`config.mk`:
```
export PLATFORM = sky130hd
export DESIGN_NAME = i2c_regmap_slave
export DESIGN_NICKNAME = d
export VERILOG_FILES = /design/src/rtl/i2c_regmap_slave.sv
export SDC_FILE = /design/constraint.sdc
export NUM_CORES = 1
export LEC_CHECK = 0
export BUFFER_PORTS_ARGS = -buffer_cell sky130_fd_sc_hd__buf_2
export CORE_MARGIN = 10
export CORE_UTILIZATION = 55
export CTS_BUF_LIST = sky130_fd_sc_hd__clkbuf_2 sky130_fd_sc_hd__clkbuf_4 sky130_fd_sc_hd__clkbuf_8
export CTS_CLUSTER_SIZE = 16
export DETAILED_ROUTE_END_ITERATION = 8
export PLACE_DENSITY = 0.74
export SLEW_MARGIN = 30
export SYNTH_ARGS = -nofsm -noshare
export SYNTH_HDL_FRONTEND = slang
export SYNTH_SLANG_ARGS = --single-unit
```
`constraint.sdc`:
```
create_clock -name clk -period 5.94 [get_ports clk]
set_input_delay 1.782 -clock clk [delete_from_list [all_inputs] [get_ports clk]]
set_output_delay 1.782 -clock clk [all_outputs]
set_load 0.01 [all_outputs]
```
`src/rtl/i2c_regmap_slave.sv`:
```
`default_nettype none
// +----------------------------------------------------------------------------+
// | Module      : i2c_regmap_slave                                             |
// | Description : I2C target with 8-bit register map (ID, scratch, LED, SW,    |
// |               optional SPI status when I2C_SPI_STATUS_EN is defined).      |
// | Revision    : 1.0 - initial release                                        |
// +----------------------------------------------------------------------------+
module i2c_regmap_slave #(
    parameter logic [6:0] SLAVE_ADDR = 7'h50,
    parameter logic [7:0] DEVICE_ID  = 8'hA7
) (
    input  logic       clk,
    input  logic       rst,
    input  logic       scl_i,
    input  logic       sda_i,
    output logic       sda_o,
    output logic       sda_oe,
    output logic [7:0] led_out,
    input  logic [7:0] sw_in,
    input  logic       spi_active,
    input  logic [7:0] spi_rx_byte
);
    localparam logic [7:0] c_version = 8'h01;

    typedef enum logic [3:0] {
        S_IDLE     = 4'd0,
        S_ADDR     = 4'd1,
        S_ADDR_ACK = 4'd2,
        S_REG      = 4'd3,
        S_REG_ACK  = 4'd4,
        S_WDATA    = 4'd5,
        S_WACK     = 4'd6,
        S_RDATA    = 4'd7,
        S_RACK     = 4'd8
    } state_t;

    state_t     r_state;
    logic [1:0] r_scl_sync, r_sda_sync;
    logic       r_scl_prev, r_sda_prev;
    logic [7:0] r_sw_meta, r_sw_sync;
    logic [2:0] r_bit_cnt;
    logic [7:0] r_shift, r_ptr;
    logic       r_full, r_rw, r_mack, r_sda_oe;
    logic [7:0] r_scratch0, r_scratch1, r_led;

    logic       w_scl, w_sda, w_scl_rise, w_scl_fall, w_start, w_stop, w_wr_en;
    logic [7:0] w_wr_byte, w_rd_addr, w_rd_data;

    // Idle bus level is high, so synchronizers reset to 1 to avoid false edges.
    always_ff @(posedge clk) begin
        if (rst) begin
            r_scl_sync <= 2'b11;
            r_sda_sync <= 2'b11;
            r_scl_prev <= 1'b1;
            r_sda_prev <= 1'b1;
            r_sw_meta  <= 8'h00;
            r_sw_sync  <= 8'h00;
        end else begin
            r_scl_sync <= {r_scl_sync[0], scl_i};
            r_sda_sync <= {r_sda_sync[0], sda_i};
            r_scl_prev <= r_scl_sync[1];
            r_sda_prev <= r_sda_sync[1];
            r_sw_meta  <= sw_in;
            r_sw_sync  <= r_sw_meta;
        end
    end

    assign w_scl      = r_scl_sync[1];
    assign w_sda      = r_sda_sync[1];
    assign w_scl_rise = w_scl & ~r_scl_prev;
    assign w_scl_fall = ~w_scl & r_scl_prev;
    assign w_start    = w_scl & r_scl_prev & r_sda_prev & ~w_sda;
    assign w_stop     = w_scl & r_scl_prev & ~r_sda_prev & w_sda;
    assign w_wr_byte  = {r_shift[6:0], w_sda};
    assign w_wr_en    = (r_state == S_WDATA) && w_scl_rise && (r_bit_cnt == 3'd7);
    // After a master ACK the next byte comes from the incremented pointer.
    assign w_rd_addr  = (r_state == S_RACK) ? r_ptr + 8'd1 : r_ptr;

    always_comb begin
        w_rd_data = 8'h00;
        case (w_rd_addr)
            8'h00:   w_rd_data = DEVICE_ID;
            8'h01:   w_rd_data = c_version;
            8'h05:   w_rd_data = r_scratch0;
            8'h06:   w_rd_data = r_scratch1;
            8'h20:   w_rd_data = r_led;
            8'h21:   w_rd_data = r_sw_sync;
`ifdef I2C_SPI_STATUS_EN
            8'h30:   w_rd_data = {7'b0, spi_active};
            8'h31:   w_rd_data = spi_rx_byte;
`endif
            default: w_rd_data = 8'h00;
        endcase
    end

`ifndef I2C_SPI_STATUS_EN
    logic w_spi_unused;
    assign w_spi_unused = ^{spi_active, spi_rx_byte};
`endif

    always_ff @(posedge clk) begin
        if (rst) begin
            r_scratch0 <= 8'h00;
            r_scratch1 <= 8'h00;
            r_led      <= 8'h00;
        end else if (w_wr_en) begin
            case (r_ptr)
                8'h05:   r_scratch0 <= w_wr_byte;
                8'h06:   r_scratch1 <= w_wr_byte;
                8'h20:   r_led      <= w_wr_byte;
                default: ;
            endcase
        end
    end

    always_ff @(posedge clk) begin
        if (rst) begin
            r_state   <= S_IDLE;
            r_bit_cnt <= 3'd0;
            r_shift   <= 8'h00;
            r_ptr     <= 8'h00;
            r_full    <= 1'b0;
            r_rw      <= 1'b0;
            r_mack    <= 1'b0;
            r_sda_oe  <= 1'b0;
        end else if (w_start) begin
            r_state   <= S_ADDR;
            r_bit_cnt <= 3'd0;
            r_full    <= 1'b0;
            r_sda_oe  <= 1'b0;
        end else if (w_stop) begin
            r_state   <= S_IDLE;
            r_full    <= 1'b0;
            r_sda_oe  <= 1'b0;
        end else begin
            case (r_state)
                S_ADDR, S_REG, S_WDATA: begin
                    if (w_scl_rise) begin
                        r_shift   <= w_wr_byte;
                        r_bit_cnt <= r_bit_cnt + 3'd1;
                        if (r_bit_cnt == 3'd7) begin
                            r_full <= 1'b1;
                            if (r_state == S_WDATA)
                                r_ptr <= r_ptr + 8'd1;
                        end
                    end else if (w_scl_fall && r_full) begin
                        r_full    <= 1'b0;
                        r_bit_cnt <= 3'd0;
                        if (r_state == S_ADDR) begin
                            if (r_shift[7:1] == SLAVE_ADDR) begin
                                r_rw     <= r_shift[0];
                                r_sda_oe <= 1'b1;
                                r_state  <= S_ADDR_ACK;
                            end else begin
                                r_state  <= S_IDLE;
                            end
                        end else if (r_state == S_REG) begin
                            r_ptr    <= r_shift;
                            r_sda_oe <= 1'b1;
                            r_state  <= S_REG_ACK;
                        end else begin
                            r_sda_oe <= 1'b1;
                            r_state  <= S_WACK;
                        end
                    end
                end
                S_ADDR_ACK: begin
                    if (w_scl_fall) begin
                        r_bit_cnt <= 3'd0;
                        if (r_rw) begin
                            r_shift  <= w_rd_data;
                            r_sda_oe <= ~w_rd_data[7];
                            r_state  <= S_RDATA;
                        end else begin
                            r_sda_oe <= 1'b0;
                            r_state  <= S_REG;
                        end
                    end
                end
                S_REG_ACK, S_WACK: begin
                    if (w_scl_fall) begin
                        r_sda_oe <= 1'b0;
                        r_state  <= S_WDATA;
                    end
                end
                S_RDATA: begin
                    if (w_scl_fall) begin
                        if (r_bit_cnt == 3'd7) begin
                            r_sda_oe  <= 1'b0;
                            r_bit_cnt <= 3'd0;
                            r_state   <= S_RACK;
                        end else begin
                            r_shift   <= {r_shift[6:0], 1'b0};
                            r_sda_oe  <= ~r_shift[6];
                            r_bit_cnt <= r_bit_cnt + 3'd1;
                        end
                    end
                end
                S_RACK: begin
                    if (w_scl_rise) begin
                        r_mack <= ~w_sda;
                    end else if (w_scl_fall) begin
                        if (r_mack) begin
                            r_ptr     <= r_ptr + 8'd1;
                            r_shift   <= w_rd_data;
                            r_sda_oe  <= ~w_rd_data[7];
                            r_bit_cnt <= 3'd0;
                            r_state   <= S_RDATA;
                        end else begin
                            r_state   <= S_IDLE;
                        end
                    end
                end
                default: ;
            endcase
        end
    end

    assign sda_o   = 1'b0;
    assign sda_oe  = r_sda_oe;
    assign led_out = r_led;

endmodule
`default_nettype wire

```
After elaboration in Yosys (flattened, before gate mapping)
Index checks and enable logic that the tools add are counted.

Add/subtract/negate cells: 2. Eq/ne operators: 45. Multiplexer cells: 62. Bitwise logic cells: 16. Reduce and logical (&&, ||, !) cells: 25.

Operator list (count): $mux W8 (18); $pmux W8 S6 (1); $mux W4 (9); $eq A8 B3 Y1 const B (4); $ne A4 B4 Y1 const B (8); $pmux W8 S4 (1); $mux W3 (10); $eq A8 B6 Y1 const B (3); $ne A2 B2 Y1 const B (12); $reduce_and A11 Y1 (2); $pmux W4 S5 (1); $ne A3 B3 Y1 const B (6); $reduce_and A9 Y1 (2); $mux W1 (17); $eq A4 B3 Y1 const B (4); $pmux W8 S2 (1); $pmux W3 S4 (1); $reduce_and A10 Y1 (1); $not A1 Y1 (9); $add A8 B1 Y8 const B (1); $eq A4 B2 Y1 const B (2); $eq A8 B1 Y1 const B (1); $logic_not A8 Y1 (1); $reduce_and A8 Y1 (1); 20 further kinds (34).

Flip-flop bits (word level): 73. Input bits: 21. Logic and storage cells: 168.

Depth between registers and ports, before layout
Gate-level depths: netlist of the first run.

Depth in word-level cells: 9. Mapped depth: 11.

Least setup slack after synthesis of the first run
OpenSTA, ideal clock, no wires.

Path type: input to register. Start: in rst. End: reg r_shift[1]. Arrival time: 2.477 ns. Required time: 5.807 ns. Path slack: 3.331 ns. Stages on the path: 3. Path buffers: 2. Cell sequence: clkbuf_1 > clkbuf_1 > o22ai_1.

RTL lines: start: declaration (RTL line 13) `input logic rst,`; end signal: assignment (RTL line 139) `r_shift <= w_wr_byte;`; end signal: assignment (RTL line 171) `r_shift <= w_rd_data;`; end signal: assignment (RTL line 193) `r_shift <= {r_shift[6:0], 1'b0};`; end: declaration (RTL line 42) `logic [7:0] r_shift, r_ptr;`.

No word-level cell between the ends.

Worst setup path after layout of the first run
Start: reg r_state[3]. End: reg r_shift[3].

Word-level cells in the longest chain between the ends: 8. Elaborated cells on any way between the ends: 31. Classes of those cells: eq/ne: 19; mux: 8; reduce/logical: 4.

Ends and longest elaborated chain: start: declaration (RTL line 37) `state_t r_state;`; start signal: assignment (RTL line 118) `r_state <= S_IDLE;`; start signal: assignment (RTL line 127) `r_state <= S_ADDR;`; start signal: assignment (RTL line 132) `r_state <= S_IDLE;`; $eq A4 B4 Y1 (RTL line 77, 136); $mux W8 (RTL line 77) `assign w_rd_addr = (r_state == S_RACK) ? r_ptr + 8'd1 : r_ptr;`; $eq A8 B6 Y1, or another cell as far along (RTL line 81) `case (w_rd_addr)`; $pmux W8 S6 (RTL line 81); $mux W8 (RTL line 203) `if (r_mack) begin`; $mux W8 (RTL line 202) `end else if (w_scl_fall) begin`; $mux W8 (RTL line 200) `if (w_scl_rise) begin`; $pmux W8 S4 (RTL line 136) `case (r_state)`; end signal: assignment (RTL line 139); end signal: assignment (RTL line 193); end signal: assignment (RTL line 205) `r_shift <= w_rd_data;`.

Several ways; a longest one is shown, not always the timed one. The select of a mux whose other input is x is not followed. A chain may end at the register's enable or synchronous reset.

==> results by group, run 1 <==
Synthesis
  – Yosys reg bits: 73
  – Synthesized area: around 4000 sq um
  – Register area share after synthesis: 36.8%
  – Syn Inst Count: around 500
  – Synth cell types: 64
  – Syn nets: around 520
  – EDFF count, synth: 0
  – Post-synthesis mux area share: 4.19%
  – Synth Area in Adders: 1.89%
  – Simple-Gate Fraction of Synth Area: roughly 26%
  – Leading area contributor after synthesis: dfxtp_1
  – Complex-gate fraction of the synthesized area: 25.2%
  – Synth top area share: a little under two fifths
  – Top FF cell, synth: dfxtp_1
  – Async SR Flop Fraction: 0%
  – Main combinational cell family by area after synthesis: simple AND/OR/NAND/NOR gates
  – Dominant cells by area after synthesis: dfxtp_1, a21oi_1, nand2_1
  – Synthesis Warnings: 0
  – Synth Area in XOR/XNOR: 0.883%
  – Syn Area/Cell: 8.00 sq um

Clocking
  – Root Buffer: clkbuf_8
  – H-tree Lvls: 3
  – Clock Latency Late Sink: around 0.36 ns
  – Num CTS Buffers: 9
  – Reg clk slew, reported paths: roughly 0.090 ns
  – Max clock buf depth: 2
  – CTS tree: built
  – # hold bufs at CTS: 0
  – Post-cts sizing count: 0
  – Postcts setup bufs: 0
  – Sinks on the clock net: 73

Routing
  – ANT nets after route: 0
  – WL/cell: between 15 and 20 microns
  – Vias per cell: around 6
  – Via count: 3595
  – Routed wire length: just under 10 mm
  – DRC: 0
  – Drt pass-1 iters: 5
  – DRT iter0 DRCs: 225

STA
  – Minimum clock period: around 3.0 ns
  – Final setup violation count: 0
  – RSZ-0062 raised after global routing: false
  – Slew margin rel.: 39.2%
  – Period utilization: between 50 and 60%
  – Setup ws final: 2.94 ns
  – Fmax: ~330 MHz
  – Max Slew Vio Count: 0
  – Clock Skew: about 0.012 ns
  – Hold Vio Cnt, Final: 0
  – Slew @ Worst Pin: 0.908 ns
  – Final setup TNS: 0 ns
  – Hold WS: ~0.42 ns

Hold path
  – Worst Hold Endpoint: r_sda_sync[1]$_SDFF_PP1_
  – Hold Startpoint: r_sda_sync[0]$_SDFF_PP1_
  – Hold Crit Class: reg2reg
  – Hold Path Depth: 1

Worst setup path
  – Cell breakdown of the critical path: nor4b_4 > buf_6 > mux2i_1 > o21bai_1 > o22ai_4 > o21ai_2 > a221oi_2
  – R2r endpoint: r_shift[3]$_SDFFE_PP0P_
  – Worst reg-to-reg path cell count: 7
  – Kind of critical path: reg2reg
  – Arrival time at the worst endpoint: 3.28 ns
  – Worst Setup Start Kind: register
  – RR Startpoint: r_state[3]$_SDFFE_PP0P_
  – CP endpoint kind: register
  – Critical path's largest stage delay: about 0.68 ns
  – CP Buf/Inv Count: 1
  – Slowest CP cell: mux2i_1
  – Worst EP required: a little over 6 ns
  – CP max FO: 17
  – Reg2reg setup slack: just under 3 ns
  – Largest delay share family, worst path: compound AO/OA/AOI/OAI gates

Cells and area
  – Area grow syn2layout: 7.69%
  – Final std cells w/o fill: 598
  – Share of layout cells above drive strength 1: 14.5%
  – Layout net count: 524
  – Inserted Diodes: 0
  – Fillers: ~630
  – Non-Filler Cell Area, Final: ~4300 sq um
  – Post-layout util: 61.9%

Placement
  – Post-place setup slack: 2.75 ns
  – Dpl cells: between 500 and 600
  – Placer Congestion: roughly 0.9
  – HPWL after DPL: between 6 and 7 mm
  – Placed Area: about 4100 sq um
  – Port Buffer Count: 20

Power and ir drop
  – Clock power frac: approximately 40%
  – Total power: ~1 mW
  – Cell Pwr Density: between 200 and 250 nW/um^2
  – Worst ir drop on vdd: ~0.18 mV
  – Flop pwr share: between 50% and 60%
  – Fraction of power spent switching nets: a little over a quarter
  – P_leak: ~1.5 nW
  – Int Pwr: roughly 0.73 mW
  – Gate power share: under 10%
  – Psw: 0.272 mW

Floorplanning
  – Die height: about 100 microns
  – Die area: 11000 sq um
  – DIE WIDTH: about 100 microns
  – Initial Util: 57.5%
  – Top-Level Pins: 31
  – Core area: just under 7000 sq um
  – Floorplan row count: 30

GRT
  – Tot GR Track Use: between 15 and 20%
  – First-pass GRT wire length: ~16 mm
  – Vias in the first global route: 3357
  – Initial antenna violation count: 0
  – Remaining Overflow, GRT: 0
  – Largest net degree at the start of global routing: 46

Run
  – Max Cap Viol: 0

Run status
  – Outcome: finished clean
synth_stat cells, drive strengths merged, types with 3 or more instances:
| master | count |
|---|---|
| nor4 | 3 |
| xnor2 | 3 |
| mux2i | 14 |
| nand3 | 11 |
| o21ai | 29 |
| inv | 12 |
| a21o | 4 |
| nor2b | 25 |
| ha | 6 |
| a221oi | 4 |
| or2 | 8 |
| nand2b | 9 |
| a311oi | 3 |
| buf | 9 |
| nor2 | 51 |
| nand4 | 4 |
| a31oi | 4 |
| clkbuf | 25 |
| nand2 | 63 |
| o21a | 3 |
| dfxtp | 73 |
| nor3 | 7 |
| nand3b | 3 |
| and2 | 4 |
| o22ai | 5 |
| a211oi | 7 |
| and3 | 8 |
| o31ai | 3 |
| o221a | 3 |
| a22oi | 18 |
| a21oi | 48 |
power by group through the flow:
stage | logic, mW | clock network (mW) | registers (mW)
after global placement | 0.0700 | 0 | 0.529
after global routing | 0.0822 | 0.439 | 0.520
final | 0.0732 | 0.413 | 0.518
after CTS | 0.0728 | 0.419 | 0.518
after floorplan | 0.0609 | 0 | 0.519
after detailed placement | 0.0722 | 0 | 0.529
logic make-up (layout without fill, tap and decap cells):
kind of cell	count (synthesis)	after routing
AND/OR/NAND/NOR	204	204
other	1	1
adder cells (fa/ha/maj)	6	6
AO/OA/AOI/OAI	146	146
multiplexers	16	16
flip-flops	73	73
XOR/XNOR	4	4
buffers and inverters	46	52
cells in the final DEF (no fill, tap or decap), drive strengths merged, types with 11 or more instances in the layout:
| master | instances |
|---|---|
| dfxtp | 73 |
| nand3 | 11 |
| o21ai | 29 |
| mux2i | 14 |
| nor2b | 25 |
| a21oi | 48 |
| inv | 16 |
| a22oi | 18 |
| nand2 | 63 |
| nor2 | 51 |
| buf | 24 |
worst register-to-register path: cells and delay by family, from the launching register on:
kind / cells / cell delay, ns
AND/OR/NAND/NOR: 1 / 0.53
AO/OA/AOI/OAI: 4 / 0.84
flip-flops: 1 / 0.66
multiplexers: 1 / 0.68
buffers and inverters: 1 / 0.23
worst max path at each step:
stage	start	endpoint	slack, ns	cells after the start
finish	r_state[3]$_SDFFE_PP0P_	r_shift[3]$_SDFFE_PP0P_	2.94	7
global route	r_state[3]$_SDFFE_PP0P_	r_shift[0]$_SDFFE_PP0P_	2.68	7
detailed placement	r_state[3]$_SDFFE_PP0P_	sda_oe$_SDFFE_PP0P_	2.75	7
global placement	r_state[3]$_SDFFE_PP0P_	r_shift[3]$_SDFFE_PP0P_	2.82	6
CTS	r_state[3]$_SDFFE_PP0P_	sda_oe$_SDFFE_PP0P_	2.73	7
floorplan	rst	r_shift[1]$_SDFFE_PP0P_	3.33	3
flip-flops by register name (all words and copies together), names as in the netlist, 2 cells and up:
register	flops
led_out	8
r_scratch1	8
r_sda_sync	2
r_state	4
r_ptr	8
r_bit_cnt	3
r_sw_sync	8
r_scl_sync	2
r_sw_meta	8
r_shift	8
r_scratch0	8
layout make-up:
cell class              count  area, sq um  share of cell area, %
inverters                  12         45.0                   1.05
clock inverters             7         82.6                   1.93
well taps                  96          120                   2.81
clock buffers               9          124                   2.90
flip-flops and latches     73         1460                   34.2
multi-input cells         377         2310                   54.0
repair buffers             24          134                   3.13
per-layer routing:
metal	GRT usage, %	part of all wire (%)
met1	22.4	46
met2	28.2	47
met5	0	0
met3	4.67	5.8
met4	5.98	1.7
(Power assumes the default switching activity.)
==> inputs of run 2 (changes only) <==
Clock period 5.94 ns to 3.03 ns, I/O delays scaled along.
==> results by group, run 2 (synthesis gave the netlist of run 1 again) <==
Run status
  – Outcome: finished clean

Floorplanning
  – Die height: 105 microns
  – Top-Level Pins: 31
  – Initial Util: 57.5%
  – Die area: 11000 sq um
  – Core area: between 6000 and 7000 sq um
  – DIE WIDTH: roughly 100 microns
  – Floorplan row count: 30

Routing
  – DRT iter0 DRCs: roughly 200
  – Vias per cell: between 5 and 6
  – Via count: 3634
  – Drt pass-1 iters: 5
  – Routed wire length: about 10 mm
  – WL/cell: approximately 16 microns
  – ANT nets after route: 0
  – DRC: 0

Cells and area
  – Inserted Diodes: 0
  – Reg area: approximately 1500 sq um
  – Commonest cells after routing, fill and taps aside: dfxtp_1, nand2_1, nor2_1, a21oi_1, nor2b_1
  – Fillers: 622
  – Post-layout util: approximately 63%
  – Commonest non-fill, non-tap cell in the layout: dfxtp_1
  – Multi-input gate area: around 2300 sq um
  – Layout net count: between 500 and 600
  – Area grow syn2layout: 9.96%
  – Share of layout cells above drive strength 1: around 16%

Clocking
  – Reg clk slew, reported paths: about 0.080 ns
  – CTS tree: built
  – H-tree Lvls: 3
  – Sinks on the clock net: 73
  – Clock Latency Late Sink: roughly 0.34 ns
  – # hold bufs at CTS: 0
  – Num CTS Buffers: 9
  – Root Buffer: clkbuf_8
  – Post-cts sizing count: 0
  – Max clock buf depth: 2
  – Postcts setup bufs: 0

GRT
  – Remaining Overflow, GRT: 0
  – First-pass GRT wire length: 16.5 mm
  – Initial antenna violation count: 0
  – Vias in the first global route: about 3.4k
  – Largest net degree at the start of global routing: 45
  – Tot GR Track Use: around 18%

Worst setup path
  – CP endpoint kind: register
  – Worst EP required: roughly 3.3 ns
  – Arrival time at the worst endpoint: roughly 2.9 ns
  – Kind of critical path: reg2reg
  – CP max FO: 11
  – Worst Setup Start Kind: register

Power and ir drop
  – Flop pwr share: 52.7%
  – Gate power share: 7.9%
  – Fraction of power spent switching nets: 25.7%
  – Clock power frac: between 30% and 40%
  – P_leak: 1.54 nW
  – Psw: 0.494 mW
  – Cell Pwr Density: approximately 440 nW/um^2
  – Int Pwr: between 1 and 1.5 mW
  – Worst ir drop on vdd: between 0.4 and 0.5 mV

Placement
  – Port Buffer Count: 20
  – HPWL after DPL: 6.83 mm
  – Placer Congestion: 0.933

STA
  – RSZ-0062 raised after global routing: false
  – Final setup TNS: 0 ns
  – Hold WS: 0.421 ns
  – Minimum clock period: between 2 and 3 ns
  – Clock Skew: 0.0105 ns
  – Slew @ Worst Pin: a little over 0.8 ns
  – Fmax: 379 MHz
  – Final setup violation count: 0
  – Period utilization: between 80% and 90%
  – Hold Vio Cnt, Final: 0
  – Slew margin rel.: between 40% and 50%
  – Max Slew Vio Count: 0

Run
  – Max Cap Viol: 0

Hold path
  – Hold Crit Class: reg2reg
[run 2: final timing paths]
path	slack [ns]	cells after the start	end	from
setup reg to reg	0.39	7	sda_oe$_SDFFE_PP0P_	r_ptr[1]$_SDFFE_PP0P_
hold reg to reg	0.42	1	r_sda_sync[1]$_SDFF_PP1_	r_sda_sync[0]$_SDFF_PP1_
hold / removal	0.42	1	r_sda_sync[1]$_SDFF_PP1_	r_sda_sync[0]$_SDFF_PP1_
setup / recovery	0.39	7	sda_oe$_SDFFE_PP0P_	r_ptr[1]$_SDFFE_PP0P_
[run 2: final cells by class]
class	count	area share [%]
inverter	12	1.03
timing repair buffer	37	5.50
clock buffer	9	2.84
multi-input combinational	377	52.8
clock inverter	6	1.58
tap	96	2.75
sequential	73	33.5
[run 2: metrics by stage]
step / total power, mW / cells / setup WS, ns / cell area, sq um
floorplan: 1.14 / 496 / 0.688 / 3970
global placement: 1.18 / 595 / 0.532 / 4170
detailed placement: 1.18 / 595 / 0.499 / 4170
CTS: 1.94 / 610 / 0.462 / 4360
global route: 2.00 / 610 / 0.210 / 4360
finish: 1.92 / 610 / 0.395 / 4360
[run 2: power groups by stage]
stage	registers [mW]	clock network, mW	logic (mW)
floorplan	1.02	0	0.119
global route	1.02	0.812	0.170
global placement	1.03	0	0.146
CTS	1.01	0.774	0.150
detailed placement	1.03	0	0.150
finish	1.01	0.757	0.151
[run 2: routing by layer]
layer	routed length [microns]	vias to the layer above	track usage [%]
met5	0	-	0
li1	-	1776	-
met3	627	10	4.61
met4	136	0	5.00
met2	4690	124	29.2
met1	4390	1724	22.3
[run 2: critical path, cell delays in order (launching register included)]
cell,delay (ns)
dfxtp_1,0.54
ha_1,0.45
o21ai_0,0.16
a311oi_1,0.62
nor2_1,0.12
o21ai_1,0.23
nand4_1,0.17
a311oi_1,0.24
